===== src/rtl/vga_frame_scanner.sv =====
// Programmable VGA timing generator with multiplier-free frame-buffer addressing,
// read-latency alignment and a writable class-code palette. Optional macro
// VGA_SCANNER_PATTERN_EN adds a test_mode input that substitutes colour bars.
module vga_frame_scanner #(
  parameter int H_ACTIVE = 640,
  parameter int H_FP     = 16,
  parameter int H_SYNC   = 96,
  parameter int H_BP     = 48,
  parameter int V_ACTIVE = 480,
  parameter int V_FP     = 10,
  parameter int V_SYNC   = 2,
  parameter int V_BP     = 33,
  parameter int SYNC_POL = 0,
  parameter int RD_LAT   = 2,
  parameter int BIN_W    = 3,
  parameter int ADDR_W   = 19
) (
  input  logic              video_clk,
  input  logic              reset_n,
  input  logic [BIN_W-1:0]  bin_data,
  output logic [ADDR_W-1:0] memory_addr,
  output logic              mem_rd_en,
  input  logic              pal_we,
  input  logic [BIN_W-1:0]  pal_idx,
  input  logic [11:0]       pal_rgb,
`ifdef VGA_SCANNER_PATTERN_EN
  input  logic              test_mode,
`endif
  output logic              hsync,
  output logic              vsync,
  output logic [11:0]       video_out,
  output logic              frame_start
);

  localparam int H_TOTAL = H_ACTIVE + H_FP + H_SYNC + H_BP;
  localparam int V_TOTAL = V_ACTIVE + V_FP + V_SYNC + V_BP;
  localparam int HW      = $clog2(H_TOTAL);
  localparam int VW      = $clog2(V_TOTAL);
  localparam int PAL_N   = 1 << BIN_W;

  localparam logic [HW-1:0] H_ACT_C  = HW'(H_ACTIVE);
  localparam logic [HW-1:0] H_LAST_C = HW'(H_TOTAL - 1);
  localparam logic [HW-1:0] HS_LO_C  = HW'(H_ACTIVE + H_FP);
  localparam logic [HW-1:0] HS_HI_C  = HW'(H_ACTIVE + H_FP + H_SYNC - 1);
  localparam logic [VW-1:0] V_ACT_C  = VW'(V_ACTIVE);
  localparam logic [VW-1:0] V_LAST_C = VW'(V_TOTAL - 1);
  localparam logic [VW-1:0] VS_LO_C  = VW'(V_ACTIVE + V_FP);
  localparam logic [VW-1:0] VS_HI_C  = VW'(V_ACTIVE + V_FP + V_SYNC - 1);
  localparam logic          POL      = 1'(SYNC_POL);

  typedef struct packed {
    logic          act;
    logic          hs;
    logic          vs;
    logic          first;
`ifdef VGA_SCANNER_PATTERN_EN
    logic [HW-1:0] hc;
`endif
  } stage_t;

  function automatic logic [11:0] pal_default(input int i);
    case (i)
      0:       return 12'h000;
      1:       return 12'hF00;
      2:       return 12'h0F0;
      3:       return 12'h00F;
      4:       return 12'hF0F;
      default: return 12'hFFF;
    endcase
  endfunction

  logic [HW-1:0]     hcount_q, hcount_d;
  logic [VW-1:0]     vcount_q, vcount_d;
  logic [ADDR_W-1:0] idx_q, idx_d, last_q, last_d;
  logic              rd_en_q, rd_en_d;
  logic              h_last, frame_wrap, active0, act_next;
  stage_t            s0, tail;
  stage_t [RD_LAT-1:0] pipe_q;
  logic [PAL_N-1:0][11:0] pal_q;
  logic [BIN_W-1:0]  code;
  logic [11:0]       rgb_d, rgb_q;
  logic              hsync_d, hsync_q, vsync_d, vsync_q, fs_d, fs_q;
`ifdef VGA_SCANNER_PATTERN_EN
  logic              tm_q, tm_d;
`endif

  // Raster counters and stage-0 decode
  always_comb begin
    h_last     = (hcount_q == H_LAST_C);
    frame_wrap = h_last && (vcount_q == V_LAST_C);
    hcount_d   = h_last ? '0 : hcount_q + 1'b1;
    vcount_d   = vcount_q;
    if (h_last) vcount_d = (vcount_q == V_LAST_C) ? '0 : vcount_q + 1'b1;
    active0    = (hcount_q < H_ACT_C) && (vcount_q < V_ACT_C);
    act_next   = (hcount_d < H_ACT_C) && (vcount_d < V_ACT_C);
    s0         = '0;
    s0.act     = active0;
    s0.hs      = (hcount_q >= HS_LO_C) && (hcount_q <= HS_HI_C);
    s0.vs      = (vcount_q >= VS_LO_C) && (vcount_q <= VS_HI_C);
    s0.first   = (hcount_q == '0) && (vcount_q == '0);
`ifdef VGA_SCANNER_PATTERN_EN
    s0.hc      = hcount_q;
    tm_d       = frame_wrap ? test_mode : tm_q;
    rd_en_d    = act_next && !tm_d;
`else
    rd_en_d    = act_next;
`endif
  end

  // Running pixel index replaces v*H_ACTIVE+h; last_q holds it through blanking
  always_comb begin
    idx_d  = idx_q;
    last_d = last_q;
    if (active0) begin
      idx_d  = idx_q + ADDR_W'(1);
      last_d = idx_q;
    end
    if (frame_wrap) idx_d = '0;
  end

  assign memory_addr = active0 ? idx_q : last_q;
  assign mem_rd_en   = rd_en_q;

  always_ff @(posedge video_clk or negedge reset_n) begin
    if (!reset_n) begin
      hcount_q <= '0;
      vcount_q <= '0;
      idx_q    <= '0;
      last_q   <= '0;
      rd_en_q  <= 1'b0;
`ifdef VGA_SCANNER_PATTERN_EN
      tm_q     <= 1'b0;
`endif
    end else begin
      hcount_q <= hcount_d;
      vcount_q <= vcount_d;
      idx_q    <= idx_d;
      last_q   <= last_d;
      rd_en_q  <= rd_en_d;
`ifdef VGA_SCANNER_PATTERN_EN
      tm_q     <= tm_d;
`endif
    end
  end

  // Delay the decode by the memory latency so it meets the returned bin_data
  always_ff @(posedge video_clk or negedge reset_n) begin
    if (!reset_n) begin
      pipe_q <= '0;
    end else begin
      pipe_q[0] <= s0;
      for (int k = 1; k < RD_LAT; k++) pipe_q[k] <= pipe_q[k-1];
    end
  end

  assign tail = pipe_q[RD_LAT-1];

  always_comb begin
    code = bin_data;
`ifdef VGA_SCANNER_PATTERN_EN
    if (tm_q) code = BIN_W'(tail.hc >> 6);
`endif
    rgb_d   = tail.act ? pal_q[code] : 12'h000;
    hsync_d = tail.hs ? POL : ~POL;
    vsync_d = tail.vs ? POL : ~POL;
    fs_d    = tail.first && tail.act;
  end

  // Same-cycle palette write is seen by the next read, not this one
  always_ff @(posedge video_clk or negedge reset_n) begin
    if (!reset_n) begin
      for (int i = 0; i < PAL_N; i++) pal_q[i] <= pal_default(i);
      rgb_q   <= '0;
      hsync_q <= ~POL;
      vsync_q <= ~POL;
      fs_q    <= 1'b0;
    end else begin
      if (pal_we) pal_q[pal_idx] <= pal_rgb;
      rgb_q   <= rgb_d;
      hsync_q <= hsync_d;
      vsync_q <= vsync_d;
      fs_q    <= fs_d;
    end
  end

  assign video_out   = rgb_q;
  assign hsync       = hsync_q;
  assign vsync       = vsync_q;
  assign frame_start = fs_q;

endmodule


===== config.mk =====
export PLATFORM = sky130hd
export DESIGN_NAME = vga_frame_scanner
export DESIGN_NICKNAME = d
export VERILOG_FILES = /design/src/rtl/vga_frame_scanner.sv
export SDC_FILE = /design/constraint.sdc
export NUM_CORES = 1
export LEC_CHECK = 0
export CAP_MARGIN = 40
export CORE_MARGIN = 2
export CORE_UTILIZATION = 60
export DETAILED_ROUTE_END_ITERATION = 7
export HOLD_SLACK_MARGIN = 0.08
export PLACE_DENSITY = 0.81
export SLEW_MARGIN = 20
export SYNTH_ARGS = -nofsm -noshare
export SYNTH_HDL_FRONTEND = slang
export SYNTH_SLANG_ARGS = --single-unit

===== constraint.sdc =====
create_clock -name video_clk -period 3.8 [get_ports video_clk]
set_input_delay 0.76 -clock video_clk [delete_from_list [all_inputs] [get_ports video_clk]]
set_output_delay 0.76 -clock video_clk [all_outputs]
set_load 0.01 [all_outputs]

==> Yosys cells after proc, flatten, opt, wreduce, memory -nomap -nowiden <==
Cells that the tools add are included.
W data, S select, Z words.
{ "totals": {"mem_bits_rw": 0, "romBits": 0, "n_memories": 0, "register_bits": 178, "wordCells": 66, "latchBits": 0, "in_bits": 21} }
{ "classes": {"n_eq_ne": 2, "multipliers": 0, "muxes": 14, "div_mod_pow": 0, "order_cmp": 11, "bitwise_logic": 0, "n_shift": 0, "add_sub_neg": 3, "reduce_logical": 11} }
{ "ops": {"columns": ["op", "n"], "rows": [
  ["$bwmux W96", 1],
  ["$mux W19", 3],
  ["$bmux W12 S3", 1],
  ["$demux W12 S3", 1],
  ["$mux W12", 3],
  ["$mux W10", 3],
  ["$add A10 B1 Y10 const B", 2],
  ["$eq A10 B10 Y1 const B", 2],
  ["$logic_not A10 Y1", 2],
  ["$lt A10 B10 Y1 const B", 2],
  ["$lt A10 B9 Y1 const B", 2],
  ["$add A19 B1 Y19 const B", 1],
  ["$ge A10 B10 Y1 const B", 1],
  ["$ge A10 B9 Y1 const B", 1],
  ["$le A10 B10 Y1 const B", 1],
  ["$le A10 B9 Y1 const B", 1],
  ["$logic_and A1 B1 Y1", 8],
  ["$lt A3 B4 Y1 const B", 2],
  ["$ge A3 B1 Y1 const B", 1],
  ["$mux W1", 2],
  ["$reduce_bool A2 Y1", 1]
]} }

==> Logic depth before layout (Yosys ltp) <==
Gate-level depths: netlist of the first run.
{ "logic_depth": {"word_depth": 5, "mapped_depth": 8, "depth_no_buf": 7} }

==> Least setup slack after synthesis of the first run <==
No wires, ideal clock.
{ "synth_path": {"path_kind": "register to output", "start": "register vcount_q[6]", "end": "output memory_addr[11]", "stages_incl_launch_ff": 6, "t_arrival_ps": 1688, "setup_slack_ps": 1352, "n_path_buf": 2, "cell_sequence": "dfrtp_1 buf_2 and4_1 nor3_2 buf_2 mux2_2"} }
{ "synth_between": {"elab_chain_len": 3} }
{ "synth_rtl": {"columns": ["item", "line_no", "text"], "rows": [
  ["start: declaration", "73", "logic [VW-1:0] vcount_q, vcount_d;"],
  ["start signal: assignment", "136", "vcount_q <= vcount_d;"],
  ["$lt A10 B9 Y1", "94", "active0 = (hcount_q < H_ACT_C) && (vcount_q < V_ACT_C);"],
  ["$logic_and A1 B1 Y1", "94", null],
  ["via active0", "76", "logic h_last, frame_wrap, active0, act_next;"],
  ["$mux W19", null, null],
  ["end: declaration", "21", "output logic [ADDR_W-1:0] memory_addr,"]
]} }
The timed path passes the listed nets, and every way through them passes these cells.

==> Worst setup path in the final report of the first run <==
{ "layout_path": {"start": "register vcount_q[6]", "end": "output memory_addr[14]"} }
{ "layout_between": {"elab_chain_len": 3} }
{ "layout_rtl": {"columns": ["item", "line_no"], "rows": [
  ["$lt A10 B9 Y1", "94"],
  ["$logic_and A1 B1 Y1", "94"],
  ["$mux W19", null]
]} }
Every way passes these cells.

==> impl_metrics.tcl, run 1 <==
set metrics [dict create \
    cts_setup_buffers 0 \
    setup_viol_count_final 0 \
    cts_repair_resize_count 0 \
    final_cell_count_no_fill 803 \
    worst-slew-pin-transition_ps 762 \
    critPathKind "flip-flop to output port" \
    r2r_setup_slack_ps 1220 \
    worst_ep_required_time_ps 3040 \
    antenna_found_initial 0 \
    cts_buffers 17 \
    core-area_um2 12700 \
    async_set_or_reset_flop_fraction_in_the_synthesized_netlist_pct 100 \
    grt_pass1_vias 5171 \
    layout-drive-gt1-share_pct 41.5 \
    postSynthNetCount 583 \
    drv_cap 0 \
    detailedPlace.worstSlack_ps 902 \
    dominant_cell_by_count_in_the_synthesized_netlist "dfrtp_1" \
    fin_nets 644 \
    synth.distinct_cells 47 \
    total_leakage_power_nw 3.94 \
    setup_repair_after_global_routing_missed_its_margin "false" \
    timing.slew.headroom_pct 49.2 \
    final-max-slew-violation-count 0 \
    worst_r2r_endpoint "mem_rd_en" \
    die_h_um 119 \
    remaining_drc_errors 0 \
    finalWeightedCongestion 0.886 \
    critical_path.max_fanout 24 \
    dp.cells 770 \
    yosysTopAreaCell "dfrtp_1" \
    ys.flop_type "dfrtp_1" \
    r2r_start "hcount_q[0]" \
    dp_hpwl_mm 10.1 \
    ys_top_cells_by_count "120 x dfrtp_1, 115 x mux2_2, 58 x dfstp_2" \
    layout.filler_cells 851 \
    start_util_pct 62.2 \
    detailedRoute.firstIterationViolations 240 \
    routed_wl_mm 15.5 \
    inserted_diodes 0 \
    worst_ir_drop_vdd_uv 344 \
    h-tree-depth 4 \
    yosys_register_bits 178 \
    root_buffer "clkbuf_16" \
    maximum_clock_rate_mhz 300 \
    clk_transition_reported_paths_ps 70 \
    critical_path.endpoint_type "output port" \
    floorplan.die.width_um 119 \
    fin_worst_skew_ps 7.43 \
    worstPathArrival_ps 2570 \
    globalRoute.totalOverflow 0 \
    top_level_ports 56 \
    post_dp_cell_area_um2 8710 \
    detail_route.wl_per_cell_um 19.3 \
    ys_seq_area_share_pct 57.2 \
    rows 41 \
    timing.reg2reg.worst_path_depth 6 \
    postSynthAreaPerCell_um2 14.2 \
    tritoncts "yes" \
    post_detailed_route_via_to_cell_ratio 5.84 \
    number_of_port_buffers 55 \
    synth_area_leaders "dfrtp_1 38%, dfstp_2 19%, mux2_2 16%, mux4_2 6.8%, xor2_1 2.4%" \
    critPathLaunchType "flip-flop" \
    syn_to_final_growth_pct 17.8 \
    postLayoutSetupSlackWorst_ps 469 \
    yosys_warnings 0 \
    report.power.total_mw 4.70 \
    status "finished clean" \
    post-route-cell-area_um2 9320 \
    cts_buffer_depth 2 \
    worstSkewPairLatency_ps 420 \
    grt_pass1_wl_mm 26.2 \
    gr-usage-all-layers_pct 23.9 \
    synthDominantCellAreaShare_pct 38.0 \
    final.min_clock_period_ps 3330 \
    syn_inst 557 \
    grt_start_max_net_pins 93 \
    route.vias.total 4689 \
    hold_viol 0 \
    multiInputGateArea_um2 3230 \
    pwr_density_cell_nw_per_um2 504 \
    flip_flop_and_latch_area_um2 4530 \
    synth_edf_count 0 \
    cts.hold.buffers_added 0 \
    hold_path_class "input port to asynchronous set/reset pin" \
    postRouteAntennaNets 0 \
    drt_first_pass_iters 4 \
    final.setup.tns_ps 0 \
    die_area_um2 14100 \
    cell_area_after_technology_mapping_um2 7910 \
    final_min_period_over_clock_period_pct 87.7 \
    cts_sinks 178 \
]
layer usage:
layer	track usage [%]	share of wire, %	vias to the layer above	routed length, µm
li1	-	-	2115	-
met4	6.25	1.1	0	178
met3	6.37	3.7	17	572
met1	29.4	41	2460	6370
met5	0	0	-	0
met2	41.9	54	97	8420
worst max path at each step:
| stage | start | endpoint | slack, ps | cells past startpoint |
|---|---|---|---|---|
| after floorplan | vcount_q[6] | memory_addr[11] | 1350 | 5 |
| after global placement | vcount_q[6] | memory_addr[17] | 970 | 5 |
| after detailed placement | vcount_q[6] | memory_addr[14] | 900 | 5 |
| after CTS | vcount_q[6] | memory_addr[14] | 440 | 5 |
| after global routing | vcount_q[6] | memory_addr[4] | 360 | 5 |
| final | vcount_q[6] | memory_addr[14] | 470 | 5 |
registers in the layout, summed over array words and instances (netlist names):
| name | flops |
|---|---|
| video_out | 12 |
| pal_q | 96 |
| pipe_q | 8 |
| frame_start | 1 |
| hcount_q | 10 |
| vsync | 1 |
| idx_q | 19 |
| hsync | 1 |
| vcount_q | 10 |
| mem_rd_en | 1 |
| last_q | 19 |
cells by family after synthesis:
family          share of synthesized area (%)
xor+xnor                                 3.10
compound gates                           1.63
buf+inv                                  2.26
simple gates                             9.86
flops                                    57.2
fa+ha+maj                               0.791
mux                                      25.1
report_power, final:
part | switching, mW | internal [mW] | total (mW)
combinational | 0.231 | 0.389 | 0.620
clock | 0.686 | 1.01 | 1.70
sequential | 0.130 | 2.25 | 2.38
total | 1.05 | 3.65 | 4.70
cells in the final DEF (no fill, tap or decap), types with 5 or more instances in the layout:
master           instances
dfrtp_1                120
mux2_2                 115
dfstp_2                 58
clkdlybuf4s50_1         53
nor2_1                  28
mux4_2                  24
xor2_1                  22
nand2_1                 19
nand3_1                 17
clkbuf_16               17
mux2i_1                 15
nor2b_1                 13
buf_4                   12
inv_1                   11
nand4_1                 10
o21ai_0                  8
nor3_1                   6
xnor2_1                  6
clkinv_2                 6
and3_1                   5
ha_1                     5
final cells by class:
cell class	count	share of cell area (%)
flip-flops and latches	178	48.6
repair buffers	71	7.80
inverters	11	0.443
multi-input cells	339	34.6
clock buffers	21	5.05
well taps	172	2.31
clock inverters	11	1.18
worst max-delay path: stages, from the launching register on:
cell and delay, ps:
dfrtp_1 460, and4_1 300, nor3_4 170, buf_4 320, mux2_2 390, clkdlybuf4s50_1 490
per-stage QoR:
step	utilization, %	hold WS, ps
after global placement	68.1	332
after global routing	73.2	240
final	73.2	233
after floorplan	-	331
after detailed placement	68.5	335
after CTS	73.0	351
Power figures use the tool's default switching activity.
==> run 2: changes to the inputs <==
- SKIP_LAST_GASP: not set -> 1
==> results of run 2 <==
Same layout as run 1: the final DEF is identical, and so are final timing and power.
